`config.mk`:
```
export PLATFORM = sky130hd
export DESIGN_NAME = async_handshake_rx
export DESIGN_NICKNAME = d
export VERILOG_FILES = /design/src/rtl/async_handshake_rx.sv
export SDC_FILE = /design/constraint.sdc
export NUM_CORES = 1
export LEC_CHECK = 0
export CORE_MARGIN = 1.5
export CORE_UTILIZATION = 53
export CTS_BUF_LIST = sky130_fd_sc_hd__clkbuf_8
export CTS_CLUSTER_DIAMETER = 40
export DETAILED_ROUTE_END_ITERATION = 16
export PLACE_DENSITY = 0.93
export SKIP_CTS_REPAIR_TIMING = 1
export SLEW_MARGIN = 20
export SYNTH_ARGS = -nofsm -noshare
export SYNTH_HDL_FRONTEND = slang
export SYNTH_SLANG_ARGS = --single-unit
```
`constraint.sdc`:
```
create_clock -name clk -period 3.9 [get_ports clk]
set_clock_uncertainty 0.05 [all_clocks]
set_input_delay 0.78 -clock clk [delete_from_list [all_inputs] [get_ports clk]]
set_output_delay 0.78 -clock clk [all_outputs]
set_load 0.005 [all_outputs]
```
`src/rtl/async_handshake_rx.sv`:
```
// Receiver for a 4-phase req/ack handshake from a foreign clock domain.
// It synchronises req into clk, captures sender data into a small FIFO and
// acknowledges. When the FIFO is full it either backpressures (holds ack low)
// or, in lossy mode, acknowledges and discards the word.
`timescale 1ns/1ps
module async_handshake_rx #(
    parameter int unsigned W           = 4,
    parameter int unsigned DEPTH       = 4,
    parameter int unsigned SYNC_STAGES = 2,
    parameter int unsigned LOSSY       = 0
) (
    input  logic                     clk,
    input  logic                     rst_n,
    input  logic                     req_async,
    input  logic [W-1:0]             data_async,
    output logic                     ack,
    output logic [W-1:0]             out_data,
    output logic                     out_valid,
    input  logic                     out_ready,
    output logic [$clog2(DEPTH):0]   count,
    output logic                     drop,
    output logic [15:0]              drop_count
);

    localparam int unsigned AW = $clog2(DEPTH);
    localparam int unsigned CW = AW + 1;

    typedef enum logic {
        IDLE = 1'b0,
        HOLD = 1'b1
    } state_t;

    state_t                 state_q;
    state_t                 state_d;
    logic [SYNC_STAGES-1:0] sync_q;
    logic                   req_s;
    logic                   push_c;
    logic                   pop_c;
    logic                   drop_c;
    logic                   can_accept_c;
    logic [AW-1:0]          wr_ptr;
    logic [AW-1:0]          rd_ptr;
    logic [W-1:0]           mem [DEPTH];

    // Metastability chain for the unsynchronised request
    always_ff @(posedge clk or negedge rst_n) begin
        if (!rst_n) begin
            sync_q <= '0;
        end else begin
            sync_q <= {sync_q[SYNC_STAGES-2:0], req_async};
        end
    end

    assign req_s        = sync_q[SYNC_STAGES-1];
    assign pop_c        = out_valid && out_ready;
    assign can_accept_c = (count < CW'(DEPTH)) || pop_c;

    // Handshake state register; ack is the HOLD state bit itself
    always_ff @(posedge clk or negedge rst_n) begin
        if (!rst_n) begin
            state_q <= IDLE;
        end else begin
            state_q <= state_d;
        end
    end

    assign ack = (state_q == HOLD);

    // Next state plus capture/discard decisions
    always_comb begin
        state_d = state_q;
        push_c  = 1'b0;
        drop_c  = 1'b0;
        case (state_q)
            IDLE: begin
                if (req_s) begin
                    if (can_accept_c) begin
                        push_c  = 1'b1;
                        state_d = HOLD;
                    end else if (LOSSY != 0) begin
                        drop_c  = 1'b1;
                        state_d = HOLD;
                    end
                end
            end
            HOLD: begin
                if (!req_s) begin
                    state_d = IDLE;
                end
            end
            default: state_d = IDLE;
        endcase
    end

    // FIFO storage; contents are don't-care after reset so no reset here
    always_ff @(posedge clk) begin
        if (push_c) begin
            mem[wr_ptr] <= data_async;
        end
    end

    // FIFO pointers and occupancy; pointers wrap naturally at DEPTH
    always_ff @(posedge clk or negedge rst_n) begin
        if (!rst_n) begin
            wr_ptr <= '0;
            rd_ptr <= '0;
            count  <= '0;
        end else begin
            if (push_c) begin
                wr_ptr <= wr_ptr + AW'(1);
            end
            if (pop_c) begin
                rd_ptr <= rd_ptr + AW'(1);
            end
            case ({push_c, pop_c})
                2'b10:   count <= count + CW'(1);
                2'b01:   count <= count - CW'(1);
                default: count <= count;
            endcase
        end
    end

    assign out_data  = mem[rd_ptr];
    assign out_valid = (count != '0);

    // Discard pulse and saturating discard counter
    always_ff @(posedge clk or negedge rst_n) begin
        if (!rst_n) begin
            drop       <= 1'b0;
            drop_count <= '0;
        end else begin
            drop <= drop_c;
            if (drop_c && (drop_count != 16'hFFFF)) begin
                drop_count <= drop_count + 16'd1;
            end
        end
    end

endmodule

```
# Word-level counts from Yosys, hierarchy flattened
# Memories as Yosys holds them, arrays and structs flattened.
# Index checks and enable logic that the tools add are counted.
[op_classes]
magnitude_cmp = 1
n_reduce_logical = 4
n_shift = 0
n_eq_ne = 2
n_mux = 8
bitwise = 1
n_addsub = 4
n_div = 0
n_mul = 0
[ops]
columns = ["op", "count"]
rows = [
  ["$mux W1", 6],
  ["$pmux W3 S2", 1],
  ["$add A2 B1 Y2 const B", 2],
  ["$add A3 B1 Y3 const B", 1],
  ["$lt A3 B3 Y1 const B", 1],
  ["$reduce_bool A3 Y1", 1],
  ["$sub A3 B1 Y3 const B", 1],
  ["$eq A2 B1 Y1 const B", 1],
  ["$eq A2 B2 Y1 const B", 1],
  ["$pmux W1 S2", 1],
  ["$reduce_bool A2 Y1", 1],
  ["$logic_and A1 B1 Y1", 1],
  ["$logic_or A1 B1 Y1", 1],
  ["$not A1 Y1", 1],
]
[totals]
regBits = 10
latchBits = 0
mem_bits_rw = 16
memories = 1
romBits = 0
word_cells = 26
output_inout_bits = 26
[memory_table]
columns = ["name", "words", "word_bits", "rd", "rd_ports_with_merged_regs", "write_ports", "line", "rtl"]
rows = [
  ["mem", 4, 4, 1, 0, 1, "43", "logic [W-1:0] mem [DEPTH];"],
]

# Longest topological paths before layout
# Gate-level depths: netlist of run 1.
[logic_depth]
word_depth = 8
depth_mapped = 10

# Worst setup path after synthesis of run 1
# Ideal clock, no wire load.
[synth_path]
kind = "input to register"
start = "input out_ready"
end = "register count[2]"
setup_slack_ps = 1568
arrival_time_ps = 2203
path_stages = 10
path_cell_list = "nand2b_1 and3b_1 buf_6 inv_1 ha_1 inv_1 fa_1 xor2_1 nor2_1 xor2_1"
[synth_between]
elab_chain_cells = 7
word_cells_on_any_way = 9
classes_between = "2 x eq/ne; 4 x mux; 3 x reduce/logical"
[synth_lines]
columns = ["element", "line", "rtl"]
rows = [
  ["start: declaration", "19", "input logic out_ready,"],
  ["$logic_and A1 B1 Y1 *", "55", "assign pop_c = out_valid && out_ready;"],
  ["$logic_or A1 B1 Y1", "56", "assign can_accept_c = (count < CW'(DEPTH)) || pop_c;"],
  ["$mux W1", "77", "if (can_accept_c) begin"],
  ["$mux W1", "76", "if (req_s) begin"],
  ["$mux W1", "74", "case (state_q)"],
  ["$eq A2 B1 Y1 or $eq A2 B2 Y1 (tied branches)", "115", "case ({push_c, pop_c})"],
  ["$pmux W3 S2 or $reduce_bool A2 Y1 (tied branches)", "-", ""],
  ["end signal: assignment", "116", "2'b10: count <= count + CW'(1);"],
  ["end signal: assignment", "117", "2'b01: count <= count - CW'(1);"],
  ["end signal: assignment", "118", "default: count <= count;"],
  ["end: declaration", "20", "output logic [$clog2(DEPTH):0] count,"],
]
# Mark *: on every way between the ends. The rest lies on a longest branch, timed or not.
# A chain may end at the register's enable or synchronous reset.

# Worst setup path after layout of run 1
[layout_path]
start = "register rd_ptr[0]"
end = "output out_data[2]"
[layout_between]
elab_chain_cells = 1
[layout_lines]
columns = ["element", "line", "rtl"]
rows = [
  ["start: declaration", "42", "logic [AW-1:0] rd_ptr;"],
  ["start signal: assignment", "113", "rd_ptr <= rd_ptr + AW'(1);"],
  ["$mem_v2 Z4 W4", "-", ""],
  ["end: declaration", "17", "output logic [W-1:0] out_data,"],
]
# Every way passes these cells.

==> impl_metrics.ini, run 1 <==
[worst_setup_path]
cp_num_buf_inv = 1
path_cells = mux4_2, clkdlybuf4s50_1
crit_family = flip-flops
crit_type = flip-flop to output port
reg2reg_slack_ps = 1910
slowest_stage = dfrtp_1
worstSetupStartpoint = rd_ptr[0]
cp-end-kind = output port
r2r-end = count[2]
cp.required_ps = 3070
cp_max_fo = 6
r2r-start = count[2]
critPathArrivalTime_ps = 1820
reg2reg_depth = 9
slowest_delay_ps = 550
start_kind = flip-flop

[global_routing]
grt_first_pass_wirelength_um = 2684
grt_max_degree = 15
track_usage_pct = 14.75
antenna_found_initial = 0
gr-total-overflow = 0
grt_pass1_vias = 605

[drt]
drt_iter0_markers = 9
final_antenna_net_count = 0
dr.pass1.iters = 3
vias = 614
routedWlPerCell_um = 12.99
wl_um = 1650
routed_via_density = 4.835
drc = 0

[cells_and_area]
final_nets = 114
fillers = 158
area_growth_pct = 12.76
stdcell_count = 127
diodes = 0
drive_gt1_share_pct = 13.13

[clocking]
cts_tree = yes
clkTransAtPathRegs_ps = 80
clock_latency_ps = 260
cts_made_buffers = 3
cts_sinks = 26
max-clock-path-buffers = 2
cts_root_buffer = clkbuf_8
h-tree-depth = 1

[worst_hold_path]
hp-class = flip-flop to flip-flop
holdPathEnd = sync_q[1]
hp-start = sync_q[0]
min_path_cells = 0

[power_and_ir_drop]
worst_ir_drop_vdd_mv = 0.3479
power.share.sequential_pct = 47.4
power_switching_mw = 0.2601
p_clk_share_pct = 16.6
p_leak_nw = 0.5639
powerDensity_mw_per_mm2 = 637.6
switching_share_pct = 29.50
intPower_mw = 0.6215
combPwrFrac_pct = 36.0

[placed_design]
dp.cells = 123
gp_congestion = 0.6794
dp_hpwl_um = 1246
port_buffers = 16

[synthesis]
syn_avg_cell_area_um2 = 14.95
synth_area_mm2 = 0.001226
seq_area_frac_synth_pct = 59.59
yosys_warnings = 0
synth-seq-cells = 26
synthCells = 82
yosysUniqueCellTypes = 23

[outcome]
status = complete, no violations

[timing]
tns_ps = 0
maxSlewViolCount = 0
finalHoldViolCount = 0
period_minus_slack_ps = 2647
max_freq_mhz = 377.8
setup-violations-final = 0
fin_crit_sh_pct = 67.88
grt_setup_unrepaired = false

[floorplanning]
coreArea_mm2 = 0.002191
die_h_um = 51.10
die-width_um = 51.10
rows = 17
pin_count = 34
initial_utilization_pct = 55.97
dieArea_mm2 = 0.002611

[flow_run]
drv_cap = 0
-- power groups by stage --
| stage | Sequential, mW | Clock [mW] | Combinational, mW |
|---|---|---|---|
| global placement | 0.420 | 0 | 0.297 |
| floorplan | 0.398 | 0 | 0.212 |
| global route | 0.431 | 0.159 | 0.348 |
| finish | 0.418 | 0.146 | 0.317 |
| detailed placement | 0.426 | 0 | 0.317 |
| CTS | 0.420 | 0.150 | 0.320 |
-- state kept, by name, summed over array words and instances, names as in the netlist --
name and cells:
ack 1, count 3, mem 16, rd_ptr 2, sync_q 2, wr_ptr 2
-- Yosys cell counts --
master / n / area [um^2]
xor2_1: 3 / 26.28
buf_4: 17 / 127.6
o21ai_0: 1 / 5.000
o21a_1: 1 / 7.510
fa_1: 1 / 20.02
mux4_2: 4 / 90.09
and3b_1: 1 / 8.760
conb_1: 1 / 3.750
and2_2: 3 / 22.52
and2_1: 1 / 6.260
buf_6: 1 / 11.26
edfxtp_1: 16 / 480.5
inv_1: 6 / 22.52
mux2_4: 1 / 15.01
nand2b_1: 1 / 6.260
xnor2_1: 3 / 26.28
ha_1: 5 / 62.56
buf_2: 1 / 5.000
dfrtp_1: 10 / 250.2
nor2_1: 1 / 3.750
or3_2: 1 / 7.510
nand2_1: 2 / 7.510
o31a_2: 1 / 10.01
-- kinds of logic after synthesis --
kind of cell | synth area share [%]
buf+inv | 13.57
simple gates | 5.103
other cells | 0.3058
xor+xnor | 4.286
flops | 59.59
mux | 8.571
fa+ha+maj | 6.735
compound gates | 1.837
-- stage by stage --
stage | worst slack (ps) | power, mW | cell area, um^2 | hold slack, ps | util [%]
after floorplan | 1568 | 0.6106 | 1286 | 281.2 | -
after global placement | 1096 | 0.7171 | 1338 | 285.3 | 61.05
after detailed placement | 1073 | 0.7426 | 1338 | 289.5 | 61.05
after CTS | 1226 | 0.8897 | 1383 | 321.9 | 63.11
after global routing | 1153 | 0.9387 | 1383 | 327.3 | 63.11
final | 1253 | 0.8815 | 1383 | 314.8 | 63.11
-- worst reg2reg max path, cell delays in order, from the launching register on --
cell and delay, ps:
dfrtp_1 430, nand2b_1 100, and3b_1 250, inv_1 80, ha_1 170, inv_1 60
fa_1 370, xor2_1 150, nor2_1 110, xor2_1 150
-- per-layer routing --
metal  global-route usage [%]  vias to the layer above  share of wire [%]
li1                         -                      276                  -
met1                    17.11                      317                 41
met2                    26.41                       17                 54
met3                    1.754                        4                3.1
met4                    8.108                        0                1.8
met5                        0                        -                  0
-- layout make-up --
class | count | area [um^2] | area share, %
Inverter | 6 | 22.52 | 1.629
Clock buffer | 3 | 41.29 | 2.986
Sequential cell | 26 | 730.7 | 52.85
Multi-Input combinational cell | 47 | 389.1 | 28.14
Timing Repair Buffer | 16 | 160.2 | 11.58
Clock inverter | 1 | 3.754 | 0.2715
Tap cell | 28 | 35.03 | 2.534
-- layout by cell type (no fill, tap or decap), drive strengths merged --
master	count
and2	4
and3b	1
clkbuf	3
clkdlybuf4s50	16
clkinv	1
conb	17
dfrtp	10
edfxtp	16
fa	1
ha	5
inv	6
mux2	1
mux4	4
nand2	2
nand2b	1
nor2	1
o21a	1
o21ai	1
o31a	1
or3	1
xnor2	3
xor2	3
-- worst max path at each step --
stage,slack [ps],cells after the start,endpoint
after floorplan,1570,10,count[2]
final,1250,2,out_data[2]
after detailed placement,1070,10,count[2]
after CTS,1230,2,out_data[2]
after global routing,1150,10,count[2]
after global placement,1100,10,count[2]
(Power assumes the default switching activity.)
==> run 2: changes to the inputs <==
Settings changed: CORE_UTILIZATION 53 to 49, PLACE_DENSITY 0.93 to 0.87.
Clock period 3.9 ns to 2.5 ns, I/O delays scaled along.
==> run 2 against run 1 <==
Compared with the run above: register-to-register slack worse by 1300 ps; critical path depth stayed put; critical path type unchanged; combinational power is 53% higher; critical endpoint is now out_data[3].
==> impl_metrics.ini, run 2 (synthesis gave the netlist of run 1 again) <==
[global_routing]
track_usage_pct = 13.30
gr-total-overflow = 0
grt_pass1_vias = 594
antenna_found_initial = 0
grt_first_pass_wirelength_um = 2566
grt_max_degree = 15

[worst_setup_path]
cp_max_fo = 6
r2r-start = count[2]
reg2reg_depth = 9
cp-end-kind = output port
reg2reg_slack_ps = 610
r2r-end = count[2]
cp.required_ps = 1950
critPathArrivalTime_ps = 1810
crit_type = flip-flop to output port
start_kind = flip-flop
worstSetupStartpoint = rd_ptr[0]
crit_end = out_data[3]

[drt]
vias = 598
dr.pass1.iters = 4
drc = 0
wl_um = 1582
routedWlPerCell_um = 12.36
drt_iter0_markers = 7
routed_via_density = 4.672
final_antenna_net_count = 0

[cells_and_area]
final_nets = 115
final_area_mm2 = 0.001400
mostFrequentLayoutCell = conb_1
stdcell_count = 128
regMostFlops = mem
reg_top3 = mem x16, count x3
area_growth_pct = 14.18
drive_gt1_share_pct = 15.00
diodes = 0
mostFrequentLayoutCells = conb_1, clkdlybuf4s50_1, edfxtp_1, dfrtp_1, inv_1
largest_reg_flops = 16

[clocking]
cts_sinks = 26
clock_latency_ps = 260
cts_tree = yes
cts_made_buffers = 3
clkTransAtPathRegs_ps = 80
cts_root_buffer = clkbuf_8
max-clock-path-buffers = 2
h-tree-depth = 1

[power_and_ir_drop]
p_clk_share_pct = 18.4
power_switching_mw = 0.3872
switching_share_pct = 27.91
combPwrFrac_pct = 34.9
worst_ir_drop_vdd_mv = 0.5381
p_leak_nw = 0.5747
powerDensity_mw_per_mm2 = 990.9
intPower_mw = 1.000
power.share.sequential_pct = 46.7
p_total_mw = 1.387

[floorplanning]
initial_utilization_pct = 53.38
pin_count = 34
rows = 17
dieArea_mm2 = 0.002812
coreArea_mm2 = 0.002297
die_h_um = 53.03
die-width_um = 53.03

[placed_design]
gp_congestion = 0.6781
dp.cells = 124
port_buffers = 16
place_ws_ps = 5.004
dpl_cell_area_mm2 = 0.001345

[timing]
tns_ps = 0
fin_crit_sh_pct = 94.37
setup-violations-final = 0
period_minus_slack_ps = 2359
max_freq_mhz = 423.9
worst_slack_ps = 140.7
finalHoldViolCount = 0
grt_setup_unrepaired = false
maxSlewViolCount = 0

[worst_hold_path]
hp-start = sync_q[0]
hp-class = flip-flop to flip-flop

[outcome]
status = complete, no violations

[flow_run]
drv_cap = 0
## run 2: stage by stage
step / hold slack (ps) / utilization (%)
2_1_floorplan: 154.4 / -
5_1_grt: 329.1 / 60.95
4_1_cts: 303.2 / 60.95
3_3_place_gp: 290.1 / 58.55
3_5_place_dp: 284.7 / 58.55
6_report: 301.7 / 60.95
## run 2: how the worst min path moves through the flow
stage                           end  slack (ps)  cells past startpoint
after floorplan                 ack         150                      0
after global placement    sync_q[1]         290                      0
after detailed placement  sync_q[1]         280                      0
after CTS                 sync_q[1]         300                      0
after global routing      sync_q[1]         330                      0
final                     sync_q[1]         300                      0
## run 2: power by group through the flow
stage,logic (mW),registers [mW],clock network [mW]
5_1_grt,0.543,0.668,0.273
4_1_cts,0.496,0.652,0.259
3_3_place_gp,0.465,0.656,0
6_report,0.484,0.648,0.255
2_1_floorplan,0.331,0.621,0
3_5_place_dp,0.490,0.662,0
## run 2: critical path, stage by stage (launching register included)
cell and delay, ps:
dfrtp_1 550, mux4_2 540, clkdlybuf4s50_1 460
## run 2: layer usage
metal	track usage [%]	wire (um)	vias up
li1	-	-	280
met1	16.07	674	292
met2	23.33	814	24
met3	1.695	70	2
met4	6.410	22	0
met5	0	0	-
## run 2: cell type report
type	instances	area (um^2)
Clock buffer	4	55.05
Multi-Input combinational cell	47	389.1
Timing Repair Buffer	17	167.7
Fill cell	176	897.1
Inverter	6	22.52
Sequential cell	26	730.7
Tap cell	28	35.03
==> run 3: changes to the inputs <==
Settings changed: CORE_ASPECT_RATIO from default to 1.1.
==> run 3 against run 2 <==
Compared with the run above: sequential cell count did not move; critical path type unchanged; critical path depth is the same; power increased by 6.1%; non-clock buffer count unchanged; final cell count up 1.6%; setup slack got worse by 44 ps; highest routed layer unchanged; register-to-register slack got worse by 60 ps.
==> impl_metrics.ini, run 3 (synthesis gave the netlist of run 1 again) <==
[power_and_ir_drop]
worst_ir_drop_vdd_mv = 0.6217
p_leak_nw = 0.5817
powerDensity_mw_per_mm2 = 1038

[worst_hold_path]
hp-start = sync_q[0]
holdPathEnd = sync_q[1]
min_path_cells = 0
hp-class = flip-flop to flip-flop

[drt]
final_antenna_net_count = 0
drc = 0
routedWlPerCell_um = 12.75
routed_via_density = 4.562
wl_um = 1657
drt_iter0_markers = 7
dr.pass1.iters = 4
vias = 593

[clocking]
h-tree-depth = 1
cts_sinks = 26
max-clock-path-buffers = 2
clock_latency_ps = 260
cts_tree = yes
cts_made_buffers = 3
cts_root_buffer = clkbuf_8
clkTransAtPathRegs_ps = 80

[placed_design]
dp.cells = 126
port_buffers = 16
dp_hpwl_um = 1234
gp_congestion = 0.6476
dpl_cell_area_mm2 = 0.001348

[cells_and_area]
drive_gt1_share_pct = 15.00
reg_top3 = mem x16, count x3
final_util_pct = 61.76
ff_latch_area_um2 = 730.7
regMostFlops = mem
area_growth_pct = 15.71
final_area_mm2 = 0.001419
mostFrequentLayoutCells = conb_1, clkdlybuf4s50_1, edfxtp_1, dfrtp_1, inv_1
final_nets = 115
fillers = 174
diodes = 0
multiInputGateArea_um2 = 389.1
mostFrequentLayoutCell = conb_1
largest_reg_flops = 16
stdcell_count = 130

[global_routing]
grt_first_pass_wirelength_um = 2760
antenna_found_initial = 0
track_usage_pct = 13.68
grt_max_degree = 16
grt_pass1_vias = 589
gr-total-overflow = 0

[flow_run]
drv_cap = 0

[outcome]
status = complete, no violations

[worst_setup_path]
reg2reg_slack_ps = 550
critPathArrivalTime_ps = 1850
start_kind = flip-flop
crit_type = flip-flop to output port
cp-end-kind = output port
r2r-start = count[2]
reg2reg_depth = 9
cp_max_fo = 6
worstSetupStartpoint = rd_ptr[0]
r2r-end = count[2]
cp.required_ps = 1950

[floorplanning]
die_h_um = 55.47
dieArea_mm2 = 0.002812
die-width_um = 50.70
pin_count = 34
initial_utilization_pct = 53.38
rows = 18
coreArea_mm2 = 0.002297

[timing]
max_freq_mhz = 416.1
maxSlewViolCount = 0
period_minus_slack_ps = 2403
setup-violations-final = 0
fin_crit_sh_pct = 96.13
finalHoldViolCount = 0
grt_setup_unrepaired = false
tns_ps = 0
==> run 3: changes by cell type in the layout (fill, tap and decap cells not counted), sizes merged <==
| cell | delta |
|---|---|
| bufinv | +1 |
| clkbuf | -1 |
==> run 3: per-stage QoR <==
| stage | hold slack (ps) | worst slack (ps) | power, mW |
|---|---|---|---|
| 2_1_floorplan | 154.4 | 448.3 | 0.9525 |
| 3_3_place_gp | 285.8 | 67.01 | 1.128 |
| 3_5_place_dp | 297.9 | 13.44 | 1.153 |
| 4_1_cts | 317.5 | 64.45 | 1.489 |
| 5_1_grt | 329.9 | 2.512 | 1.573 |
| 6_report | 313.3 | 96.84 | 1.473 |
==> run 3: worst max-delay path by stage <==
| stage | endpoint | slack, ps | cells after the start |
|---|---|---|---|
| global placement | count[2] | 70 | 10 |
| floorplan | count[2] | 450 | 10 |
| finish | out_data[2] | 100 | 2 |
| global route | out_data[2] | 3 | 2 |
| detailed placement | count[2] | 10 | 10 |
| CTS | out_data[2] | 60 | 2 |
==> run 3: power by group <==
| part | leakage (nW) | switching [mW] | internal, mW |
|---|---|---|---|
| sequential | 0.263 | 0.101 | 0.552 |
| combinational | 0.283 | 0.181 | 0.303 |
| clock | 0.0357 | 0.121 | 0.214 |
| total | 0.582 | 0.403 | 1.07 |
==> run 3: routing by layer <==
layer  track usage, %  part of all wire [%]  up-vias
met5                0                     0        -
met4            6.950                   2.4        0
met3            3.243                   4.2        4
met2            22.74                    52       24
met1            16.36                    42      288
li1                 -                     -      277
==> run 3: cell type report <==
class | instances | share of cell area, %
Clock buffer | 3 | 2.910
Clock inverter | 1 | 2.116
Inverter | 6 | 1.587
Multi-Input combinational cell | 47 | 27.43
Sequential cell | 26 | 51.50
Tap cell | 30 | 2.646
Timing Repair Buffer | 17 | 11.82
==> run 3: worst max-delay path, stage by stage, from the launching register on <==
cell	delay [ps]
dfrtp_1	560
mux4_2	570
clkdlybuf4s50_1	470
